--- config.mk ---
export PLATFORM = sky130hd
export DESIGN_NAME = serial_subtractor_4bit
export DESIGN_NICKNAME = d
export VERILOG_FILES = /design/src/rtl/serial_subtractor_4bit.sv
export SDC_FILE = /design/constraint.sdc
export NUM_CORES = 1
export LEC_CHECK = 0
export CAP_MARGIN = 20
export CORE_UTILIZATION = 45
export DETAILED_ROUTE_END_ITERATION = 7
export PLACE_DENSITY_LB_ADDON = 0.1
export SYNTH_ARGS = -nofsm -noshare
export SYNTH_HDL_FRONTEND = slang
export SYNTH_SLANG_ARGS = --single-unit
--- constraint.sdc ---
create_clock -name clk -period 2.3 [get_ports clk]
set_input_delay 0.23 -clock clk [delete_from_list [all_inputs] [get_ports clk]]
set_output_delay 0.23 -clock clk [all_outputs]
set_load 0.005 [all_outputs]
--- src/rtl/serial_subtractor_4bit.sv ---
// Bit-serial subtractor: D = x - y - B0, resolved LSB-first one bit per clock through a
// single full-subtractor cell, with registered borrow-out, signed overflow and done strobe.
module serial_subtractor_4bit #(
   parameter int unsigned WIDTH = 4
) (
   input  logic             clk,
   input  logic             rst_n,
   input  logic             start,
   input  logic [WIDTH-1:0] x,
   input  logic [WIDTH-1:0] y,
   input  logic             B0,
   output logic             ready,
   output logic             busy,
   output logic             done,
   output logic [WIDTH-1:0] D,
   output logic             Bout,
   output logic             ovf
);

   localparam int unsigned CW = (WIDTH > 1) ? $clog2(WIDTH) : 1;
   localparam logic [CW-1:0] CntLast = CW'(WIDTH - 1);

   typedef enum logic [1:0] {StIdle, StRun, StDone} state_e;

   state_e state_q, state_d;

   logic [WIDTH-1:0] x_sr_q, x_sr_d;
   logic [WIDTH-1:0] y_sr_q, y_sr_d;
   logic [WIDTH-1:0] r_sr_q, r_sr_d;
   logic             borrow_q, borrow_d;
   logic [CW-1:0]    cnt_q, cnt_d;
   logic             xs_q, xs_d;
   logic             ys_q, ys_d;
   logic [WIDTH-1:0] d_q, d_d;
   logic             bout_q, bout_d;
   logic             ovf_q, ovf_d;

   logic             accept;
   logic             last;
   logic             bit_a, bit_b;
   logic             diff_bit;
   logic             borrow_nxt;
   logic [WIDTH-1:0] result;

   // Full-subtractor cell operating on the current LSBs.
   assign bit_a      = x_sr_q[0];
   assign bit_b      = y_sr_q[0];
   assign diff_bit   = bit_a ^ bit_b ^ borrow_q;
   assign borrow_nxt = (~bit_a & bit_b) | (~(bit_a ^ bit_b) & borrow_q);
   assign result     = {diff_bit, r_sr_q[WIDTH-1:1]};

   assign accept = start & ready;
   assign last   = (state_q == StRun) && (cnt_q == CntLast);

   // State register
   always_ff @(posedge clk or negedge rst_n) begin
      if (!rst_n) begin
         state_q <= StIdle;
      end else begin
         state_q <= state_d;
      end
   end

   // Next-state logic
   always_comb begin
      state_d = state_q;
      unique case (state_q)
         StIdle:  if (start) state_d = StRun;
         StRun:   if (cnt_q == CntLast) state_d = StDone;
         StDone:  state_d = start ? StRun : StIdle;
         default: state_d = StIdle;
      endcase
   end

   // Output logic
   always_comb begin
      ready = 1'b0;
      busy  = 1'b0;
      done  = 1'b0;
      unique case (state_q)
         StIdle:  ready = 1'b1;
         StRun:   busy  = 1'b1;
         StDone: begin
            ready = 1'b1;
            done  = 1'b1;
         end
         default: ready = 1'b0;
      endcase
   end

   // Datapath next-state
   always_comb begin
      x_sr_d   = x_sr_q;
      y_sr_d   = y_sr_q;
      r_sr_d   = r_sr_q;
      borrow_d = borrow_q;
      cnt_d    = cnt_q;
      xs_d     = xs_q;
      ys_d     = ys_q;
      d_d      = d_q;
      bout_d   = bout_q;
      ovf_d    = ovf_q;
      if (accept) begin
         x_sr_d   = x;
         y_sr_d   = y;
         r_sr_d   = '0;
         borrow_d = B0;
         cnt_d    = '0;
         xs_d     = x[WIDTH-1];
         ys_d     = y[WIDTH-1];
      end else if (state_q == StRun) begin
         x_sr_d   = x_sr_q >> 1;
         y_sr_d   = y_sr_q >> 1;
         r_sr_d   = result;
         borrow_d = borrow_nxt;
         cnt_d    = cnt_q + 1'b1;
      end
      // The MSB of the result is the bit produced in the last cycle.
      if (last) begin
         d_d    = result;
         bout_d = borrow_nxt;
         ovf_d  = (xs_q ^ ys_q) & (xs_q ^ diff_bit);
      end
   end

   always_ff @(posedge clk or negedge rst_n) begin
      if (!rst_n) begin
         x_sr_q   <= '0;
         y_sr_q   <= '0;
         r_sr_q   <= '0;
         borrow_q <= 1'b0;
         cnt_q    <= '0;
         xs_q     <= 1'b0;
         ys_q     <= 1'b0;
         d_q      <= '0;
         bout_q   <= 1'b0;
         ovf_q    <= 1'b0;
      end else begin
         x_sr_q   <= x_sr_d;
         y_sr_q   <= y_sr_d;
         r_sr_q   <= r_sr_d;
         borrow_q <= borrow_d;
         cnt_q    <= cnt_d;
         xs_q     <= xs_d;
         ys_q     <= ys_d;
         d_q      <= d_d;
         bout_q   <= bout_d;
         ovf_q    <= ovf_d;
      end
   end

   assign D    = d_q;
   assign Bout = bout_q;
   assign ovf  = ovf_q;

endmodule
After elaboration in Yosys (flattened, before gate mapping)
Index checks and enable logic that the tools add are counted.
{ "word_totals": {"regBits": 25, "in_bits": 12, "out_inout_bits": 9, "elab_cells": 50} }
{ "op_classes": {"addsub": 1, "n_eq_ne": 5, "mux": 17, "n_bitwise": 11, "reduce_logical": 5} }
{ "ops": {"columns": ["operator", "count"], "rows": [
  ["4-bit two-way mux", 6],
  ["2-bit two-way mux", 4],
  ["1-bit two-way mux", 6],
  ["2-bit case mux with 3 select lines", 1],
  ["1-bit AND", 4],
  ["2-bit == test, second input constant", 2],
  ["2-bit inequality test, second input constant", 2],
  ["1-bit bitwise XOR", 4],
  ["2-bit by 1-bit adder with 2-bit output, second input constant", 1],
  ["2-bit by 1-bit == test with 1-bit output, second input constant", 1],
  ["2-bit logical NOT", 1],
  ["1-bit inverter", 2],
  ["2-bit AND reduction", 1],
  ["2-bit nonzero test", 1],
  ["2-bit OR reduction", 1],
  ["1-bit logical AND", 1],
  ["1-bit OR", 1]
]} }

Logic depth before layout (Yosys ltp)
{ "logic_depth": {"word_depth": 6, "depth_mapped": 5, "ltp_nobuf": 5} }

Worst setup path after synthesis
OpenSTA, ideal clock, no wires.
{ "synth_path": {"kind": "reg-to-reg", "start": "register x_sr_q[0]", "end": "register ovf_q, in the netlist ovf", "setup_ns": 0.130, "t_arrival_ns": 1.240, "t_required_ns": 2.170, "path_slack_ns": 0.930, "stages_incl_launch_ff": 5, "path_buffers": 0, "synth_period_minus_slack_ns": 1.370, "cell_sequence": "dfrtp_1 -> fa_1 -> and3b_1 -> a21oi_1 -> o21ai_0"} }
{ "synth_between": {"elab_chain_len": 4} }
{ "synth_lines": {"columns": ["element", "line_no", "source"], "rows": [
  ["from (decl)", "27", "logic [WIDTH-1:0] x_sr_q, x_sr_d;"],
  ["from (signal assigned)", "139", "x_sr_q <= x_sr_d;"],
  ["1-bit bitwise XOR (2 in a row)", "48", "assign diff_bit = bit_a ^ bit_b ^ borrow_q;"],
  ["net diff_bit", "41", "logic diff_bit;"],
  ["1-bit bitwise XOR", "122", "ovf_d = (xs_q ^ ys_q) & (xs_q ^ diff_bit);"],
  ["1-bit AND", "122", null],
  ["to (signal assigned)", "148", "ovf_q <= ovf_d;"],
  ["to (decl)", "36", "logic ovf_q, ovf_d;"]
]} }
The timed path passes the listed nets, and every way through them passes these cells.
A chain may end at the register's enable or synchronous reset.

Final worst setup path
{ "layout_path": {"start": "register state_q[1]", "end": "output port busy"} }
{ "layout_between": {"elab_chain_len": 2} }
{ "layout_lines": {"columns": ["element", "line_no", "source"], "rows": [
  ["from (decl)", "25", "state_e state_q, state_d;"],
  ["from (signal assigned)", "58", "state_q <= StIdle;"],
  ["from (signal assigned)", "60", "state_q <= state_d;"],
  ["2-bit by 1-bit == test with 1-bit output", "80", "unique case (state_q)"],
  ["1-bit two-way mux", "80", null],
  ["to (decl)", "13", "output logic busy,"]
]} }
Every way passes these cells.

==> flow_metrics.env <==
export IMPL_synth_compound_area_share_pct=13.9
export IMPL_mostFrequentLayoutCell="dfrtp_1"
export IMPL_yosysTopAreaCell="dfrtp_1"
export IMPL_clk_pin_slew_ps=130
export IMPL_clock_sinks=24
export IMPL_antenna_left=0
export IMPL_fin_ws_ps=486
export IMPL_multi_input_area_sq_um=374
export IMPL_synth_seq_cells=24
export IMPL_crit_type="flop to output pin"
export IMPL_cp_max_fo=12
export IMPL_area_growth_syn_to_layout_pct=24.4
export IMPL_synthMuxAreaShare_pct=10.6
export IMPL_fin_setup_tns_ps=0
export IMPL_vdd_drop_max_uv=756
export IMPL_place_gp_congestion=0.727
export IMPL_status="complete, no violations"
export IMPL_fin_crit_sh_pct=78.9
export IMPL_cts_tree="yes"
export IMPL_netlist_top_cells_area="dfrtp_1 58%, mux2_2 7.7%, a22o_1 6.8%"
export IMPL_dp_cells=123
export IMPL_start_kind="flop"
export IMPL_total_leakage_power_nw=0.602
export IMPL_via_count=662
export IMPL_syn_area_sq_um=1030
export IMPL_die_h_um=49.8
export IMPL_grt_pass1_wl_um=2950
export IMPL_io_buffer_count=20
export IMPL_num_rows=16
export IMPL_post_cts_repair_setup_buffers=0
export IMPL_io_pins=21
export IMPL_whs_ps=253
export IMPL_dp_slack_ps=743
export IMPL_nets=115
export IMPL_use_met3_pct=4.01
export IMPL_final_seq_area_sq_um=601
export IMPL_timing_reg2reg_worst_path_depth=4
export IMPL_synth_xor_area_share_pct=0
export IMPL_grt_use_met1_pct=20.9
export IMPL_p_total_mw=1.72
export IMPL_drv_slew=0
export IMPL_holdBufCountCts=0
export IMPL_fill_cells=169
export IMPL_drcViolationCount=0
export IMPL_final_cell_area_sq_um=1280
export IMPL_numCtsBuffers=3
export IMPL_num_antenna_cells=0
export IMPL_grt_overflow=0
export IMPL_fin_cells=127
export IMPL_wl_um=1660
export IMPL_fmax_ghz=0.551
export IMPL_final_util_pct=62.1
export IMPL_final_cell_mix="24 x dfrtp_1, 20 x clkdlybuf4s50_1, 8 x a22o_1, 7 x mux2_2, 5 x nand2_1"
export IMPL_min_period_ps=1810
export IMPL_synth_avg_cell_area_sq_um=13.4
export IMPL_placed_area_sq_um=1240
export IMPL_synth_top_area_share_pct=58.3
export IMPL_ys_types=24
export IMPL_start_util_pct=49.9
export IMPL_crit_buf_inv=2
export IMPL_die_x_um=49.8
export IMPL_r2r_setup_slack_ps=810
export IMPL_routedWlPerCell_um=13.1
export IMPL_grt_pass1_vias=646
export IMPL_clock_skew_ps=1.17
export IMPL_max_stage_delay_ps=520
export IMPL_die_area_sq_um=2480
export IMPL_critPathTopFamily="buffers and inverters"
export IMPL_crit_chain="nand2b_4, inv_4, clkdlybuf4s50_1"
export IMPL_maxSlewHeadroom_pct=80.3
export IMPL_crit_reg2reg_launch="x_sr_q[0]"
export IMPL_syn_nets=91
export IMPL_finalSetupViolations=0
export IMPL_powerDensity_nw_per_um2=1350
export IMPL_hold_viol=0
export IMPL_crit_arrival_ps=1580
export IMPL_core_sq_um=2060
export IMPL_worst_ep_required_time_ps=2070
export IMPL_slowest_stage="clkdlybuf4s50_1"
export IMPL_clock_root_buffer="clkbuf_4"
export IMPL_worstSkewPairLatency_ps=310
export IMPL_grt_usage_pct=16.2
export IMPL_htree_levels=1
export IMPL_busiest_layer="met2"
export IMPL_worstSetupEndpointType="output pin"
export IMPL_yosysSeqAreaShare_pct=58.3
export IMPL_tightest_slew_ps=295
export IMPL_dr_pass1_iters=4
export IMPL_drive_gt1_share_pct=17.0
export IMPL_cts_buffer_depth=2
export IMPL_synth_fa_ha_area_share_pct=3.16
export IMPL_yosysWarningCount=0
export IMPL_grt_max_degree=25
export IMPL_cts_resized=0
export IMPL_synth_top_family_by_area="compound AO/OA/AOI/OAI gates"
export IMPL_antenna_found_initial=0
export IMPL_netlist_instances=77
export IMPL_maxCapViolCount=0
export IMPL_synth_simple_area_share_pct=8.75
export IMPL_rsz0062_at_grt="no"
export IMPL_drt_iter0_drc=10
export IMPL_use_met2_pct=25.7
export IMPL_r2r_end="ovf"
export IMPL_viasPerCell=5.21
export IMPL_hold_path_class="primary input to asynchronous set/reset pin"
[per-layer routing]
layer  vias to the layer above  part of all wire (%)
met4                         0                   1.5
met2                        14                    47
met5                         -                     0
met3                         4                   3.6
li1                        318                     -
met1                       326                    48
[report_power, final]
part           leakage, nW  switching (mW)  internal (mW)
Clock               0.0210           0.126         0.0967
Sequential           0.300           0.115          0.612
Combinational        0.281           0.334          0.441
Total                0.602           0.575           1.15
[how the worst max path moves through the flow]
stage	cells after the start	start	to	slack, ps
6_report	3	state_q[1]	busy	490
2_1_floorplan	4	x_sr_q[0]	ovf	930
3_5_place_dp	5	start	borrow_q	740
5_1_grt	3	state_q[0]	busy	390
3_3_place_gp	5	start	borrow_q	780
4_1_cts	3	state_q[1]	busy	480
[cell type report]
class                   count  area share, %
clock buffers               4           2.83
inverters                   5           1.66
multi-input cells          45           29.2
flip-flops and latches     24           46.9
well taps                  27           2.64
repair buffers             22           16.8
[worst reg2reg max path, cell delays in order (launching register included)]
cell     delay [ps]
dfrtp_1         430
fa_1            550
and3b_1         200
a21oi_1         110
o21ai_0          90
[sequential cells by signal (all words and copies together), names as in the netlist]
name      flops
Bout          1
D             4
borrow_q      1
cnt_q         2
ovf           1
r_sr_q        3
state_q       2
x_sr_q        4
xs_q          1
y_sr_q        4
ys_q          1
[synthesized netlist by cell type (all sizes together)]
library cell	number
nor2b	1
a21oi	1
ha	1
mux2i	3
nand2	5
o21ai	5
a22o	8
a221o	2
nand2b	1
dfrtp	24
nor3	1
nand3b	1
and3b	1
inv	5
a21o	2
buf	3
fa	1
and2b	1
mux2	7
nor2	3
o21bai	1
[cells by family after synthesis]
kind of cell	Yosys count
mux	10
fa+ha+maj	2
simple gates	14
compound gates	19
buf+inv	8
flops	24
Note: power is estimated with default switching activity, not from simulation.
